File: src/rtl/uart_pkg.sv
// Shared constants, FSM encoding and packet check for the UART command controller.
package uart_pkg;

   localparam logic [7:0] SYNC_BYTE = 8'hA5;
   localparam logic [7:0] ACK       = 8'h06;
   localparam logic [7:0] NAK       = 8'h15;
   localparam logic [7:0] CMD_SET   = 8'h01;
   localparam logic [7:0] CMD_XOR   = 8'h02;
   localparam logic [7:0] CMD_READ  = 8'h03;

   typedef enum logic [2:0] {
      IDLE,
      GET_CMD,
      GET_DATA,
      GET_CHK,
      EXEC,
      RESP
   } state_t;

   // A packet is acted upon only if the checksum matches and the command is known.
   function automatic logic pkt_valid(input logic [7:0] cmd, input logic [7:0] data,
                                      input logic [7:0] chk);
      return (chk == (cmd ^ data)) &&
             ((cmd == CMD_SET) || (cmd == CMD_XOR) || (cmd == CMD_READ));
   endfunction

endpackage

File: src/rtl/uart_cmd_ctrl.sv
// Parses A5/CMD/DATA/CHK packets from a UART receiver, drives an LED register
// and returns a one-byte ACK/NAK/readback response; aborts on frame error or timeout.
module uart_cmd_ctrl
   import uart_pkg::*;
#(
   parameter int unsigned TIMEOUT_CYC = 1000000
) (
   input  logic       clk,
   input  logic       rst,
   input  logic [7:0] rx_data,
   input  logic       rx_rdsig,
   input  logic       rx_frameerr,
   input  logic       tx_busy,
   output logic       tx_start,
   output logic [7:0] tx_data,
   output logic [7:0] led,
   output logic       pkt_ok,
   output logic       pkt_err
);

   localparam int TW = (TIMEOUT_CYC > 1) ? $clog2(TIMEOUT_CYC) : 1;
   localparam logic [TW-1:0] TMO_LAST = TW'(TIMEOUT_CYC - 1);

   state_t        state_q;
   logic          rdsig_q;
   logic [TW-1:0] tmo_q, tmo_d;
   logic [7:0]    cmd_q, data_q, chk_q, led_q, tx_data_q;
   logic          tx_start_q, pkt_ok_q, pkt_err_q;
   logic          byte_stb, in_get, tmo_expire;

   assign byte_stb   = rx_rdsig & ~rdsig_q;
   assign in_get     = (state_q == GET_CMD) || (state_q == GET_DATA) || (state_q == GET_CHK);
   assign tmo_expire = in_get && !byte_stb && (tmo_q == TMO_LAST);

   // Saturating counter; a byte always restarts it, so byte_stb beats expiry.
   always_comb begin
      tmo_d = tmo_q;
      if (byte_stb || !in_get)
         tmo_d = '0;
      else if (tmo_q != TMO_LAST)
         tmo_d = tmo_q + 1'b1;
   end

   always_ff @(posedge clk or posedge rst) begin
      if (rst) begin
         state_q    <= IDLE;
         rdsig_q    <= 1'b1;
         tmo_q      <= '0;
         cmd_q      <= 8'h00;
         data_q     <= 8'h00;
         chk_q      <= 8'h00;
         led_q      <= 8'h00;
         tx_data_q  <= 8'h00;
         tx_start_q <= 1'b0;
         pkt_ok_q   <= 1'b0;
         pkt_err_q  <= 1'b0;
      end else begin
         rdsig_q    <= rx_rdsig;
         tmo_q      <= tmo_d;
         tx_start_q <= 1'b0;
         pkt_ok_q   <= 1'b0;
         pkt_err_q  <= 1'b0;
         case (state_q)
            IDLE: begin
               if (byte_stb && !rx_frameerr && (rx_data == SYNC_BYTE))
                  state_q <= GET_CMD;
            end
            GET_CMD, GET_DATA, GET_CHK: begin
               if (byte_stb) begin
                  if (rx_frameerr) begin
                     state_q   <= IDLE;
                     pkt_err_q <= 1'b1;
                  end else begin
                     case (state_q)
                        GET_CMD: begin
                           cmd_q   <= rx_data;
                           state_q <= GET_DATA;
                        end
                        GET_DATA: begin
                           data_q  <= rx_data;
                           state_q <= GET_CHK;
                        end
                        default: begin
                           // Status is decided here so the pulse lines up with the EXEC cycle.
                           chk_q     <= rx_data;
                           pkt_ok_q  <= pkt_valid(cmd_q, data_q, rx_data);
                           pkt_err_q <= !pkt_valid(cmd_q, data_q, rx_data);
                           state_q   <= EXEC;
                        end
                     endcase
                  end
               end else if (tmo_expire) begin
                  state_q   <= IDLE;
                  pkt_err_q <= 1'b1;
               end
            end
            EXEC: begin
               tx_data_q <= NAK;
               if (pkt_valid(cmd_q, data_q, chk_q)) begin
                  case (cmd_q)
                     CMD_SET: begin
                        led_q     <= data_q;
                        tx_data_q <= ACK;
                     end
                     CMD_XOR: begin
                        led_q     <= led_q ^ data_q;
                        tx_data_q <= ACK;
                     end
                     default: tx_data_q <= led_q;
                  endcase
               end
               state_q <= RESP;
            end
            RESP: begin
               if (!tx_busy) begin
                  tx_start_q <= 1'b1;
                  state_q    <= IDLE;
               end
            end
            default: state_q <= IDLE;
         endcase
      end
   end

   assign tx_start = tx_start_q;
   assign tx_data  = tx_data_q;
   assign led      = led_q;
   assign pkt_ok   = pkt_ok_q;
   assign pkt_err  = pkt_err_q;

endmodule

File: config.mk
export PLATFORM = sky130hd
export DESIGN_NAME = uart_cmd_ctrl
export DESIGN_NICKNAME = d
export VERILOG_FILES = /design/src/rtl/uart_pkg.sv /design/src/rtl/uart_cmd_ctrl.sv
export SDC_FILE = /design/constraint.sdc
export NUM_CORES = 1
export LEC_CHECK = 0
export CAP_MARGIN = 5
export CORE_AREA = 4 4 90 92
export DETAILED_ROUTE_END_ITERATION = 10
export DIE_AREA = 0 0 94 96
export PLACE_DENSITY = 0.7
export REMOVE_ABC_BUFFERS = 1
export SLEW_MARGIN = 10
export SYNTH_ARGS = -nofsm -noshare
export SYNTH_HDL_FRONTEND = slang
export SYNTH_SLANG_ARGS = --single-unit
File: constraint.sdc
create_clock -name clk -period 2.5 [get_ports clk]
set_input_delay 0.25 -clock clk [delete_from_list [all_inputs] [get_ports clk]]
set_output_delay 0.25 -clock clk [all_outputs]
set_load 0.01 [all_outputs]
Word level (Yosys, flattened, before mapping)
Index checks and enable logic that the tools add are counted.
Operators by class
  add/sub/neg operators: 1
  equality and inequality tests: 16
  mux-type cells: 23
  bitwise gates (word level): 6
  reduce and logical (&&, ||, !) cells: 26
Operator list (number)
  $mux 20: 2
  $add 20x1->20 const B: 1
  $eq 20x20->1 const B: 1
  $ne 20x20->1 const B: 1
  $eq 8x2->1 const B: 2
  $eq 8x8->1: 2
  $mux 8: 2
  $pmux 8 s2: 1
  $xor 8x8->8: 2
  $mux 3: 5
  $pmux 3 s4: 1
  $reduce_and 4->1: 3
  $mux 1: 11
  $eq 8x1->1 const B: 1
  $eq 8x8->1 const B: 1
  $eq 3x2->1 const B: 2
  $eq 3x3->1 const B: 2
  $logic_and 1x1->1: 6
  $pmux 3 s2: 1
  $reduce_and 3->1: 2
  $logic_or 1x1->1: 5
  $logic_not 1->1: 4
  $ne 2x2->1 const B: 2
  $reduce_bool 2->1: 2
  other kinds (7): 10
Word-level totals
  register bits: 67
  bits of input ports: 13
  output and inout bits: 19
  logic and storage cells: 83

Logic depth before layout (Yosys ltp)
Gate-level depths: netlist (run 1).
  depth after elaboration: 9
  gate-level depth with buffers: 7
  gate-level depth less buffers: 6

Worst setup path after synthesis (run 1)
No wires, ideal clock.
  kind: flip-flop to flip-flop
  from: register data_q[7]
  to: register led_q[0], in the netlist led[0]
  setup time: 138 ps
  arrival time: 1815 ps
  path slack: 547 ps
  cell stages (with the launch flop): 7
  buffers on the path: 1
  cell sequence: dfrtp_1 > clkbuf_2 > xnor3_1 > nand4_2 > nor4_4 > mux2i_1 > o211ai_1
On the way
  longest elaborated chain between the ends: 4
RTL lines
  start, declared: line uart_cmd_ctrl.sv:27  | logic [7:0] cmd_q, data_q, chk_q, led_q, tx_data_q;
  start signal, assigned: line uart_cmd_ctrl.sv:80  | data_q <= rx_data;
  $xor 8x8->8: line uart_pkg.sv:23  | return (chk == (cmd ^ data)) &&
  $eq 8x8->1: line uart_pkg.sv:23
  $logic_and 1x1->1: line uart_pkg.sv:23
  $reduce_and 3->1 (no source line)
  end signal, assigned: line uart_cmd_ctrl.sv:102  | led_q <= data_q;
  end signal, assigned: line uart_cmd_ctrl.sv:106  | led_q <= led_q ^ data_q;
  end, declared: line uart_cmd_ctrl.sv:27
No other way between the ends.
A chain may end at the register's enable or synchronous reset.

Worst setup path in the final report (run 1)
  from: register data_q[3]
  to: register tx_data_q[3], in the netlist tx_data[3]
On the way
  longest elaborated chain between the ends: 4
RTL lines
  $xor 8x8->8: line uart_pkg.sv:23
  $eq 8x8->1: line uart_pkg.sv:23
  $logic_and 1x1->1: line uart_pkg.sv:23
  $mux 8: line uart_cmd_ctrl.sv:99  | if (pkt_valid(cmd_q, data_q, chk_q)) begin
  end signal, assigned: line uart_cmd_ctrl.sv:109  | default: tx_data_q <= led_q;
  end, declared: line uart_cmd_ctrl.sv:27
No other way between the ends.

==> metrics, run 1 <==
Die ar.=9024 um2; initial antenna violation count=0; via count=2464; P per Cell Area=971.5 nW/um2; number of flops mapped to enable cells by yosys=0; Starting Density=47.97%; DR iter-0 viols=118; largest net degree at the start of global routing=31; Post-synth ARST share=100.0%; row count=31; min-delay worst type=input pin to asynchronous set/reset pin; Syn Std Cell Area=3461 um2; combinational share of power=33.3%; # resized after CTS=0; largest family of logic cells by synthesized area=simple AND/OR/NAND/NOR gates; Syn Inst Count=310; post-route worst setup slack=312.5 ps; Slew Limit Fails=0; I/O pin cnt=32; Via density=5.392; clk buf depth=2; Slew headroom=60.19%; post-synthesis sequential area ratio=48.48%; adder-cell share of the synthesized area=0.3615%; GP Congestion=0.8477; WS Path Type=flop to flop; area grow syn2layout=20.82%; post-route ant nets=0; crit end category=flop; Yosys reg bits=67; final WL=6.942 mm; GRT Overall Usage=17.44%; # fillers=624; crit path DAT=2470 ps; drt first pass iters=7; GRT Residual Overflow=0; Leak=0.001777 uW; layout cell share with drive strength beyond 1=15.92%; Synth Area in XOR/XNOR=13.30%; critical-path maximum fanout=6; Setup TNS=0 ps; Hold Violations, Final=0; worst skew pair latency=340 ps; VDD IR max=0.5103 mV; pre-CTS WS=48.01 ps; RSZ-0062 raised after global routing=false; vias in the first global route=2371; CTS Buf Count=9; Final Net Count=367; synth warn=0; dpl hpwl=4.986 mm; mux share of post-synthesis cell area=10.74%; average cell area after synthesis=11.16 um2; H-tree depth=3; largest area contributor in the netlist=dfrtp_1; CTS tree=done; max frequency=457.1 MHz; slew at the pin closest to its max-slew limit=591.8 ps; prevailing post-synth register cell=dfrtp_1; Clk pwr share=25.2%; postcts setup bufs=0; top cell type's share of synthesized area=47.72%; Worst EP required=2780 ps; Die H=96 um; Antenna Cells=0; first-pass GRT wire length=11.89 mm; R2R setup slack=310 ps; wire per inst=15.19 um; Synth Area in Simple Gates=18.91%; CTS clk-pin slew, worst paths=70 ps; largest cells by area after synthesis=dfrtp_1, mux2_2, xor2_1; outcome=completed; R2R depth=5; crit start category=flop; Flop pwr share=41.5%; DRC violations left=0; NetSw=1308 uW; fin crit share=87.50%; Yosys cell types=43; min cycle time layout=2188 ps; # setup viols final=0; Core ar.=7214 um2; skew final=9.673 ps; switch share=32.19%; Post-CTS Hold Buffers=0; post-synthesis compound-gate area fraction=6.508%; clk root buf=clkbuf_8; Max-Cap Viols=0; Pint=2754 uW; Die W=94 um; PortBufs=31; Num Clock Sinks=67
## cells by family (layout without fill, tap and decap cells)
family	after synthesis	after routing
DFF	67	67
adders and majority gates	1	1
muxes	34	34
AOI/OAI and AO/OA	34	34
buffers and inverters	15	63
and+or+nand+nor	119	119
xor gates and xnor gates	40	40
## final timing paths
kind | from | endpoint
setup / recovery | data_q[3] | tx_data[3]
hold / removal | rst | data_q[5]
setup reg to reg | data_q[3] | tx_data[3]
hold reg to reg | tx_data[1] | tx_data[1]
max in group asynchronous | rst | chk_q[7]
min in group clk | rx_rdsig | rdsig_q
## metrics by stage
step | total power (uW) | util, % | area (um2) | hold slack (ps) | cells
6_report | 4062 | 57.96 | 4182 | 196.0 | 457
5_1_grt | 4318 | 57.96 | 4182 | 204.7 | 457
4_1_cts | 4098 | 57.96 | 4182 | 193.2 | 457
3_5_place_dp | 3050 | 54.80 | 3954 | 456.5 | 441
3_3_place_gp | 3003 | 54.80 | 3954 | 459.1 | 441
2_1_floorplan | 2618 | - | 3417 | 254.5 | 299
## layout by cell type (no fill, tap or decap), drive strengths merged, types with 7 or more instances in the layout
master	n
a21oi	10
buf	12
clkbuf	12
clkdlybuf4s50	31
dfrtp	66
mux2	25
mux2i	9
nand2	23
nand3	8
nand3b	7
nand4	9
nor2	31
nor2b	8
o211ai	7
xnor2	11
xnor3	8
xor2	21
## per-layer routing
metal | wire [um] | global-route usage (%)
met5 | 0 | 0
met4 | 108 | 8.183
met3 | 213 | 3.362
met2 | 3153 | 25.84
met1 | 3466 | 24.75
## area by class of cell
| cell class | instances | area (um2) | area share [%] |
|---|---|---|---|
| clock buffers | 12 | 155.1 | 3.710 |
| clock inverters | 4 | 72.57 | 1.735 |
| flip-flops and latches | 67 | 1678 | 40.13 |
| well taps | 99 | 123.9 | 2.962 |
| multi-input cells | 228 | 1724 | 41.23 |
| inverters | 4 | 15.01 | 0.3591 |
| repair buffers | 43 | 412.9 | 9.874 |
## state kept, by name, indices dropped and copies added, names as in the netlist
signal,flops
pkt_ok,1
state_q,3
tx_start,1
chk_q,8
data_q,8
tmo_q,20
led,8
cmd_q,8
tx_data,8
pkt_err,1
rdsig_q,1
## cell usage after synthesis, types with 6 or more instances
library cell / count
nor2b_1: 8
nand3b_1: 7
mux2i_1: 9
nor2_1: 30
nand2_1: 23
nand4_1: 8
clkbuf_1: 9
o211ai_1: 7
xnor2_1: 11
nand2b_1: 6
xor2_1: 21
mux2_2: 24
nand3_1: 8
dfrtp_1: 66
a21oi_1: 10
xnor3_1: 8
## power by group through the flow
stage               logic (uW)  clock network [uW]  registers (uW)
finish                    1350                1030            1680
global route              1480                1100            1740
CTS                       1370                1050            1680
detailed placement        1350                   0            1700
global placement          1320                   0            1680
floorplan                  984                   0            1630
## worst max-delay path, cell delays in order, from the launching register on
cell and delay [ps]:
dfrtp_1 490, xnor3_1 320, nand4_1 230, nor4_1 610
and2b_1 310, a22o_1 150
(Power assumes the default switching activity.)
==> inputs of run 2 (changes only) <==
Settings changed: PLACE_DENSITY 0.7 to 0.77.
==> run 2 against run 1 <==
Net effect: die area is the same; first-iteration DRC count shrank 30%; routed wire length grew 0.43%; core utilization decreased by 0.42 points; clock power is 9% lower; hold slack better by 67 ps.
==> metrics, run 2 (synthesized netlist as in run 1, its figures left out) <==
outcome=completed; Final Net Count=366; Core ar.=7214 um2; CTS Buf Count=9; P per Cell Area=955.8 nW/um2; RR Endpoint=tx_data[7]; Overall Power=3968 uW; min cycle time layout=2165 ps; reg2reg start=data_q[5]; Post-Layout Cell Count=456; Worst setup startpoint=data_q[5]; post-route ant nets=0; first-pass GRT wire length=11.74 mm; Inst Count DP=440; via count=2474; Via density=5.425; R2R setup slack=330 ps; GP Congestion=0.8301; Die H=96 um; PortBufs=31; Leak=0.001760 uW; Die W=94 um; min-delay worst type=input pin to asynchronous set/reset pin; GRT Overall Usage=17.13%; # resized after CTS=0; Setup crit end=tx_data[7]; slew at the pin closest to its max-slew limit=594.5 ps; clk buf depth=2; Die ar.=9024 um2; RSZ-0062 raised after global routing=false; fin crit share=86.61%; GR Layer Usage met3=3.597%; max frequency=461.8 MHz; # setup viols final=0; Post-CTS Hold Buffers=0; CTS clk-pin slew, worst paths=90 ps; wire per inst=15.29 um; area grow syn2layout=19.96%; largest net degree at the start of global routing=45; # fillers=623; R2R depth=5; H-tree depth=3; postcts setup bufs=0; Starting Density=47.97%; Antenna Cells=0; most common cell after layout, fill and taps aside=dfrtp_1; DRC violations left=0; I/O pin cnt=32; initial antenna violation count=0; WS Path Type=flop to flop; skew final=14.34 ps; met1 track demand over resource=23.83%; vias in the first global route=2385; Num Clock Sinks=67; clk root buf=clkbuf_8; row count=31; critical-path maximum fanout=6; Slew Limit Fails=0; DR iter-0 viols=83; GR peak layer=met2; crit start category=flop; crit end category=flop; pre-CTS WS=123.9 ps; layout cell share with drive strength beyond 1=15.97%; crit path DAT=2460 ps; CTS tree=done; GRT Residual Overflow=0; met2 usage=26.26%; Reg with most FFs=tmo_q; post-route worst setup slack=334.7 ps; Max-Cap Viols=0; Hold Violations, Final=0; worst skew pair latency=350 ps; number of flip-flops in the largest register=20; drt first pass iters=4; dpl hpwl=4.971 mm; Setup TNS=0 ps; most frequent cells in the layout=dfrtp_1, clkdlybuf4s50_1, nor2_1; Worst EP required=2800 ps; final WL=6.972 mm; VDD IR max=0.4837 mV; Slew headroom=60.00%
==> run 2: metrics by stage <==
step                area (um2)  hold WS, ps  utilization, %
CTS                       4151        270.2           57.54
floorplan                 3417        254.5               -
global route              4151        295.9           57.54
detailed placement        3946        463.3           54.70
finish                    4151        263.3           57.54
global placement          3946        450.8           54.70
==> run 2: layout make-up <==
| cell class | instances | area [um2] | area share (%) |
|---|---|---|---|
| Timing Repair Buffer | 42 | 405.4 | 9.765 |
| Tap cell | 99 | 123.9 | 2.984 |
| Clock buffer | 9 | 123.9 | 2.984 |
| Inverter | 4 | 15.01 | 0.3617 |
| Sequential cell | 67 | 1678 | 40.42 |
| Clock inverter | 7 | 81.33 | 1.959 |
| Multi-Input combinational cell | 228 | 1724 | 41.53 |
==> run 2: power breakdown <==
part / switching (uW) / internal [uW] / leakage, uW
sequential: 338 / 1340 / 0.000879
combinational: 557 / 792 / 0.000779
clock: 461 / 478 / 0.000102
total: 1360 / 2610 / 0.00176
==> run 2: layer usage <==
metal  vias to the layer above  part of all wire (%)
li1                       1189                     -
met2                        56                    47
met4                         0                   1.7
met5                         -                     0
met3                        10                   4.4
met1                      1219                    47
==> run 2: worst min path at each step <==
stage / to
floorplan: rdsig_q
CTS: tmo_q[9]
finish: tmo_q[9]
global route: chk_q[4]
detailed placement: tx_data[1]
global placement: tx_data[1]
==> run 2: critical path, stage by stage (launching register included) <==
cell	delay (ps)
dfrtp_1	480
xnor3_1	310
nand4_1	220
nor4_1	610
and2b_1	320
a22o_1	160
